[src/rtl/switch_mcu_regfile.sv]
// switch_mcu_regfile
//   Integer register file: two registered read ports, one write port, x0
//   hardwired to zero, plus a sequenced bulk-clear engine that zeroes
//   x1..x(2**ADDR_W-1), one entry per cycle.
//
//   Optional feature macro: SWITCH_MCU_REGFILE_BYPASS_EN
//     defined   : a read to the same nonzero address as a write accepted in
//                 that cycle returns the new write data.
//     undefined : that read returns the old contents; the new value is seen
//                 from the next read onward.
//
//   Handshake: there is no valid/ready flow control. Reads and writes are
//   fire-and-forget enables sampled on every rising edge. in_clr starts a
//   clear only from IDLE; while out_busy=1 it is ignored and every write is
//   refused (out_wr_drop pulses). out_clr_done pulses once at the end.
//
//   out_state is a debug view of the clear FSM (0=IDLE, 1=CLEAR).
module switch_mcu_regfile #(
  parameter int DATA_W = 32,
  parameter int ADDR_W = 5
) (
  input  logic              in_clk,
  input  logic              in_rst,
  input  logic              in_ren_1,
  input  logic [ADDR_W-1:0] in_raddr_1,
  output logic [DATA_W-1:0] out_rdata_1,
  input  logic              in_ren_2,
  input  logic [ADDR_W-1:0] in_raddr_2,
  output logic [DATA_W-1:0] out_rdata_2,
  input  logic              in_wen,
  input  logic [ADDR_W-1:0] in_waddr,
  input  logic [DATA_W-1:0] in_wdata,
  input  logic              in_clr,
  output logic              out_busy,
  output logic              out_clr_done,
  output logic              out_wr_drop,
  output logic              out_state
);

  localparam int DEPTH = 1 << ADDR_W;
  localparam logic [ADDR_W-1:0] LAST = ADDR_W'(DEPTH - 1);

  typedef enum logic {
    IDLE  = 1'b0,
    CLEAR = 1'b1
  } state_t;

  state_t            state;
  logic [ADDR_W-1:0] counter;
  logic [DATA_W-1:0] regs [DEPTH];
  logic              wr_ok;
  logic [DATA_W-1:0] rd_val_1;
  logic [DATA_W-1:0] rd_val_2;

  assign out_state = state;

  // A write lands only from IDLE and never to x0.
  assign wr_ok = in_wen && (state == IDLE) && (in_waddr != '0);

  // Clear FSM: sweeps counter 1..LAST, one entry per cycle, with pulse outputs.
  always_ff @(posedge in_clk or negedge in_rst) begin
    if (!in_rst) begin
      state        <= IDLE;
      counter      <= '0;
      out_busy     <= 1'b0;
      out_clr_done <= 1'b0;
      out_wr_drop  <= 1'b0;
    end else begin
      out_clr_done <= 1'b0;
      out_wr_drop  <= 1'b0;
      case (state)
        IDLE: begin
          if (in_clr) begin
            state    <= CLEAR;
            counter  <= ADDR_W'(1);
            out_busy <= 1'b1;
          end
        end
        CLEAR: begin
          counter     <= counter + 1'b1;
          // A write to x0 is ignored everywhere, so it is not reported as dropped.
          out_wr_drop <= in_wen && (in_waddr != '0);
          if (counter == LAST) begin
            state        <= IDLE;
            counter      <= '0;
            out_busy     <= 1'b0;
            out_clr_done <= 1'b1;
          end
        end
        default: begin
          state    <= IDLE;
          counter  <= '0;
          out_busy <= 1'b0;
        end
      endcase
    end
  end

  // Storage: accepted writes in IDLE, one-entry sweep in CLEAR; x0 never written.
  always_ff @(posedge in_clk or negedge in_rst) begin
    if (!in_rst) begin
      for (int i = 0; i < DEPTH; i++) begin
        regs[i] <= '0;
      end
    end else begin
      if (wr_ok) begin
        regs[in_waddr] <= in_wdata;
      end
      if (state == CLEAR) begin
        regs[counter] <= '0;
      end
    end
  end

  // Port 1 read value, including optional same-cycle write forwarding.
  always_comb begin
    rd_val_1 = (in_raddr_1 == '0) ? '0 : regs[in_raddr_1];
`ifdef SWITCH_MCU_REGFILE_BYPASS_EN
    if (wr_ok && (in_waddr == in_raddr_1)) begin
      rd_val_1 = in_wdata;
    end
`endif
  end

  // Port 2 read value, including optional same-cycle write forwarding.
  always_comb begin
    rd_val_2 = (in_raddr_2 == '0) ? '0 : regs[in_raddr_2];
`ifdef SWITCH_MCU_REGFILE_BYPASS_EN
    if (wr_ok && (in_waddr == in_raddr_2)) begin
      rd_val_2 = in_wdata;
    end
`endif
  end

  // Registered read data; holds when the port is not enabled.
  always_ff @(posedge in_clk or negedge in_rst) begin
    if (!in_rst) begin
      out_rdata_1 <= '0;
      out_rdata_2 <= '0;
    end else begin
      if (in_ren_1) begin
        out_rdata_1 <= rd_val_1;
      end
      if (in_ren_2) begin
        out_rdata_2 <= rd_val_2;
      end
    end
  end

endmodule
[config.mk]
export PLATFORM = sky130hd
export DESIGN_NAME = switch_mcu_regfile
export DESIGN_NICKNAME = d
export VERILOG_FILES = /design/src/rtl/switch_mcu_regfile.sv
export SDC_FILE = /design/constraint.sdc
export NUM_CORES = 2
export LEC_CHECK = 0
export CORE_ASPECT_RATIO = 0.8
export CORE_MARGIN = 2
export CORE_UTILIZATION = 45
export CTS_BUF_LIST = sky130_fd_sc_hd__clkbuf_16
export CTS_CLUSTER_SIZE = 40
export DETAILED_ROUTE_END_ITERATION = 10
export SKIP_CTS_REPAIR_TIMING = 1
export SYNTH_ARGS = -nofsm -noshare
export SYNTH_HDL_FRONTEND = slang
export SYNTH_SLANG_ARGS = --single-unit
[constraint.sdc]
create_clock -name in_clk -period 2.93 [get_ports in_clk]
set_input_delay 0.586 -clock in_clk [delete_from_list [all_inputs] [get_ports in_clk]]
set_output_delay 0.586 -clock in_clk [all_outputs]
set_load 0.01 [all_outputs]
==> flow_summary.json <==
{
  "die_h_um": 330,
  "crit_arrival_ns": 2.15,
  "relSlewSlack": 0.511,
  "power.share.clock": 0.337,
  "period_share": 0.933,
  "fin_setup_tns_ns": 0,
  "period_minus_slack_ns": 2.73,
  "numCtsBuffers": 114,
  "clk_pin_slew_worst_paths_ns": 0.06,
  "max-clock-path-buffers": 3,
  "die_w_um": 411,
  "antenna_found_initial": 4,
  "start_util": 0.454,
  "path_class": "register to primary output",
  "gp_congestion": 0.947,
  "setup_slack_ns": 0.197,
  "cts_root_buffer": "clkbuf_16",
  "ys_types": 54,
  "overflow": 0,
  "die_area_um2": 136000,
  "ys_ff_latch": 1097,
  "hold_viol_final": 0,
  "htreeDepth": 3,
  "syn_inst": 6363,
  "status": "finished, final reports clean",
  "grt.total_usage": 0.354,
  "p_sw_frac": 0.319,
  "synth_top_area_share": 0.460,
  "instances_no_fill": 8237,
  "num_rows": 119,
  "drtIter0Drc": 7305,
  "grt_start_max_net_pins": 94,
  "finalSetupViolCount": 0,
  "drive_gt1_frac": 0.171,
  "synth.largest_area_cell": "dfrtp_1",
  "switching_power_uw": 13800,
  "cp-start-kind": "register",
  "fin_total_pwr_uw": 43200,
  "synthTopCellsByCount": "2056 x nand2_1, 1097 x dfrtp_1, 1086 x a21oi_1",
  "nets": 6450,
  "rsz0062_at_grt": "false",
  "synth-seq-area-share": 0.460,
  "worst_pin_slew_ns": 0.731,
  "io-pin-count": 121,
  "fmaxAchievable_mhz": 366,
  "cts_sinks": 1097,
  "power.leakage_uw": 0.0291,
  "wl_mm": 242,
  "power_density_nw_per_um2": 623,
  "ant_nets": 0,
  "synth_area_per_cell_um2": 9.38,
  "cts_tree": "yes",
  "min_path_type": "primary input to async pin",
  "firstDrtPassIters": 6,
  "power_frac_comb": 0.218,
  "mappedNetlistNets": 6421,
  "grt_pass1_vias": 52100,
  "synth_flop_cell": "dfrtp_1",
  "io_buffers": 120,
  "ir_drop_mv": 0.479,
  "cp-end-kind": "primary output",
  "fin_worst_skew_ns": 0.0292,
  "ys_async_sr_fraction": 1.00,
  "internal_power_uw": 29400,
  "clk_latency_ns": 0.74,
  "yosys_warnings": 0,
  "hpwl_mm": 154,
  "place_ws_ns": -0.125,
  "synth_edf_count": 0,
  "critPathMaxFanout": 17,
  "grt_pass1_wl_mm": 354,
  "dp_cells": 8029,
  "power_frac_seq": 0.445,
  "via_per_inst": 6.50,
  "maxCapViolations": 0,
  "slew_violations": 0,
  "synth.most_common_cell": "nand2_1",
  "core_area_um2": 132000,
  "via_count": 53500,
  "critPathRequiredTime_ns": 2.34,
  "synthToLayoutAreaGrowth_pct": 16.2,
  "drc": 0,
  "routedWlPerCell_um": 29.3,
  "synth_area_leaders": "dfrtp_1 46%, nand2_1 13%, mux4_2 12%",
  "synth_area_um2": 59700
}
critical path: stages (launching register included):
cell	delay, ns
dfrtp_2	0.59
buf_4	0.21
clkdlybuf4s50_1	0.62
stage by stage:
| stage | cell area (µm²) | util | hold WS (ns) |
|---|---|---|---|
| CTS | 69400 | 0.527 | -0.189 |
| finish | 69400 | 0.527 | 0.435 |
| detailed placement | 65800 | 0.500 | 0.495 |
| global route | 69400 | 0.527 | 0.439 |
| floorplan | 59700 | - | 0.290 |
| global placement | 65800 | 0.500 | 0.490 |
sequential cells by signal (all words and copies together), names as in the netlist:
register      count
counter           5
out_busy          1
out_clr_done      1
out_rdata_1      32
out_rdata_2      32
out_state         1
out_wr_drop       1
regs           1024
layout make-up:
cell class                 instances  area (µm²)
clock buffer                     115        2880
tap                             1754        2190
timing repair buffer             522        6150
inverter                           8        30.0
antenna                            2        5.00
sequential                      1097       27500
clock inverter                    90         689
fill                           11900       62200
multi-input combinational       4649       30000
layout by cell type (no fill, tap or decap), types with 8 or more instances in the layout:
| cell | instances |
|---|---|
| a2111oi_0 | 32 |
| clkdlybuf4s50_1 | 109 |
| inv_1 | 27 |
| buf_12 | 154 |
| clkbuf_16 | 115 |
| o211ai_1 | 31 |
| mux2_1 | 11 |
| clkinv_1 | 28 |
| mux2i_1 | 317 |
| a21oi_1 | 1085 |
| o21ai_1 | 13 |
| nand3_1 | 14 |
| a2bb2oi_1 | 31 |
| a22oi_1 | 30 |
| nand2b_1 | 11 |
| mux4_2 | 324 |
| nand3b_1 | 8 |
| nor3_1 | 38 |
| nor2_2 | 35 |
| nor2_1 | 114 |
| a2111oi_2 | 30 |
| o22ai_1 | 156 |
| and2_1 | 35 |
| nand2_1 | 2055 |
| bufinv_16 | 11 |
| o21ai_0 | 84 |
| buf_4 | 248 |
| nor2_4 | 23 |
| mux2_2 | 113 |
| dfrtp_1 | 1096 |
| clkinv_2 | 22 |
| nor2b_1 | 9 |
layer usage:
metal  vias to the layer above  part of all wire  track usage
met5                         -          0.000054            0
met4                         2             0.055        0.171
met3                       747              0.12       0.0884
met2                      3645              0.44        0.524
met1                     26900              0.39        0.488
li1                      22200                 -            -
power by group through the flow:
stage	clock [µW]	sequential, µW	combinational [µW]
2_1_floorplan	0	18700	5630
3_3_place_gp	0	19300	9060
3_5_place_dp	0	19400	9240
4_1_cts	14600	19100	9260
5_1_grt	15300	19500	10000
6_report	14600	19200	9410
kinds of logic after synthesis:
kind of cell / after synthesis / share of synthesized area
AO/OA/AOI/OAI: 1503 / 0.141
adder cells (fa/ha/maj): 5 / 0.00105
buffers and inverters: 617 / 0.0437
flip-flops: 1097 / 0.460
multiplexers: 765 / 0.199
AND/OR/NAND/NOR: 2376 / 0.155
path summary, 6_finish.rpt:
kind                          startpoint  cells after the start  slack, ns              end
setup / recovery               out_state                      2       0.20        out_state
hold / removal                    in_rst                      2       0.43   out_rdata_1[3]
setup reg to reg               out_state                      6       0.66        regs[623]
hold reg to reg               regs[1023]                      1       0.51       regs[1023]
max in group asynchronous         in_rst                      4       1.46         regs[21]
min in group in_clk        in_raddr_2[2]                      3       0.47  out_rdata_2[29]
No activity file was read; power rests on OpenSTA's default activity.
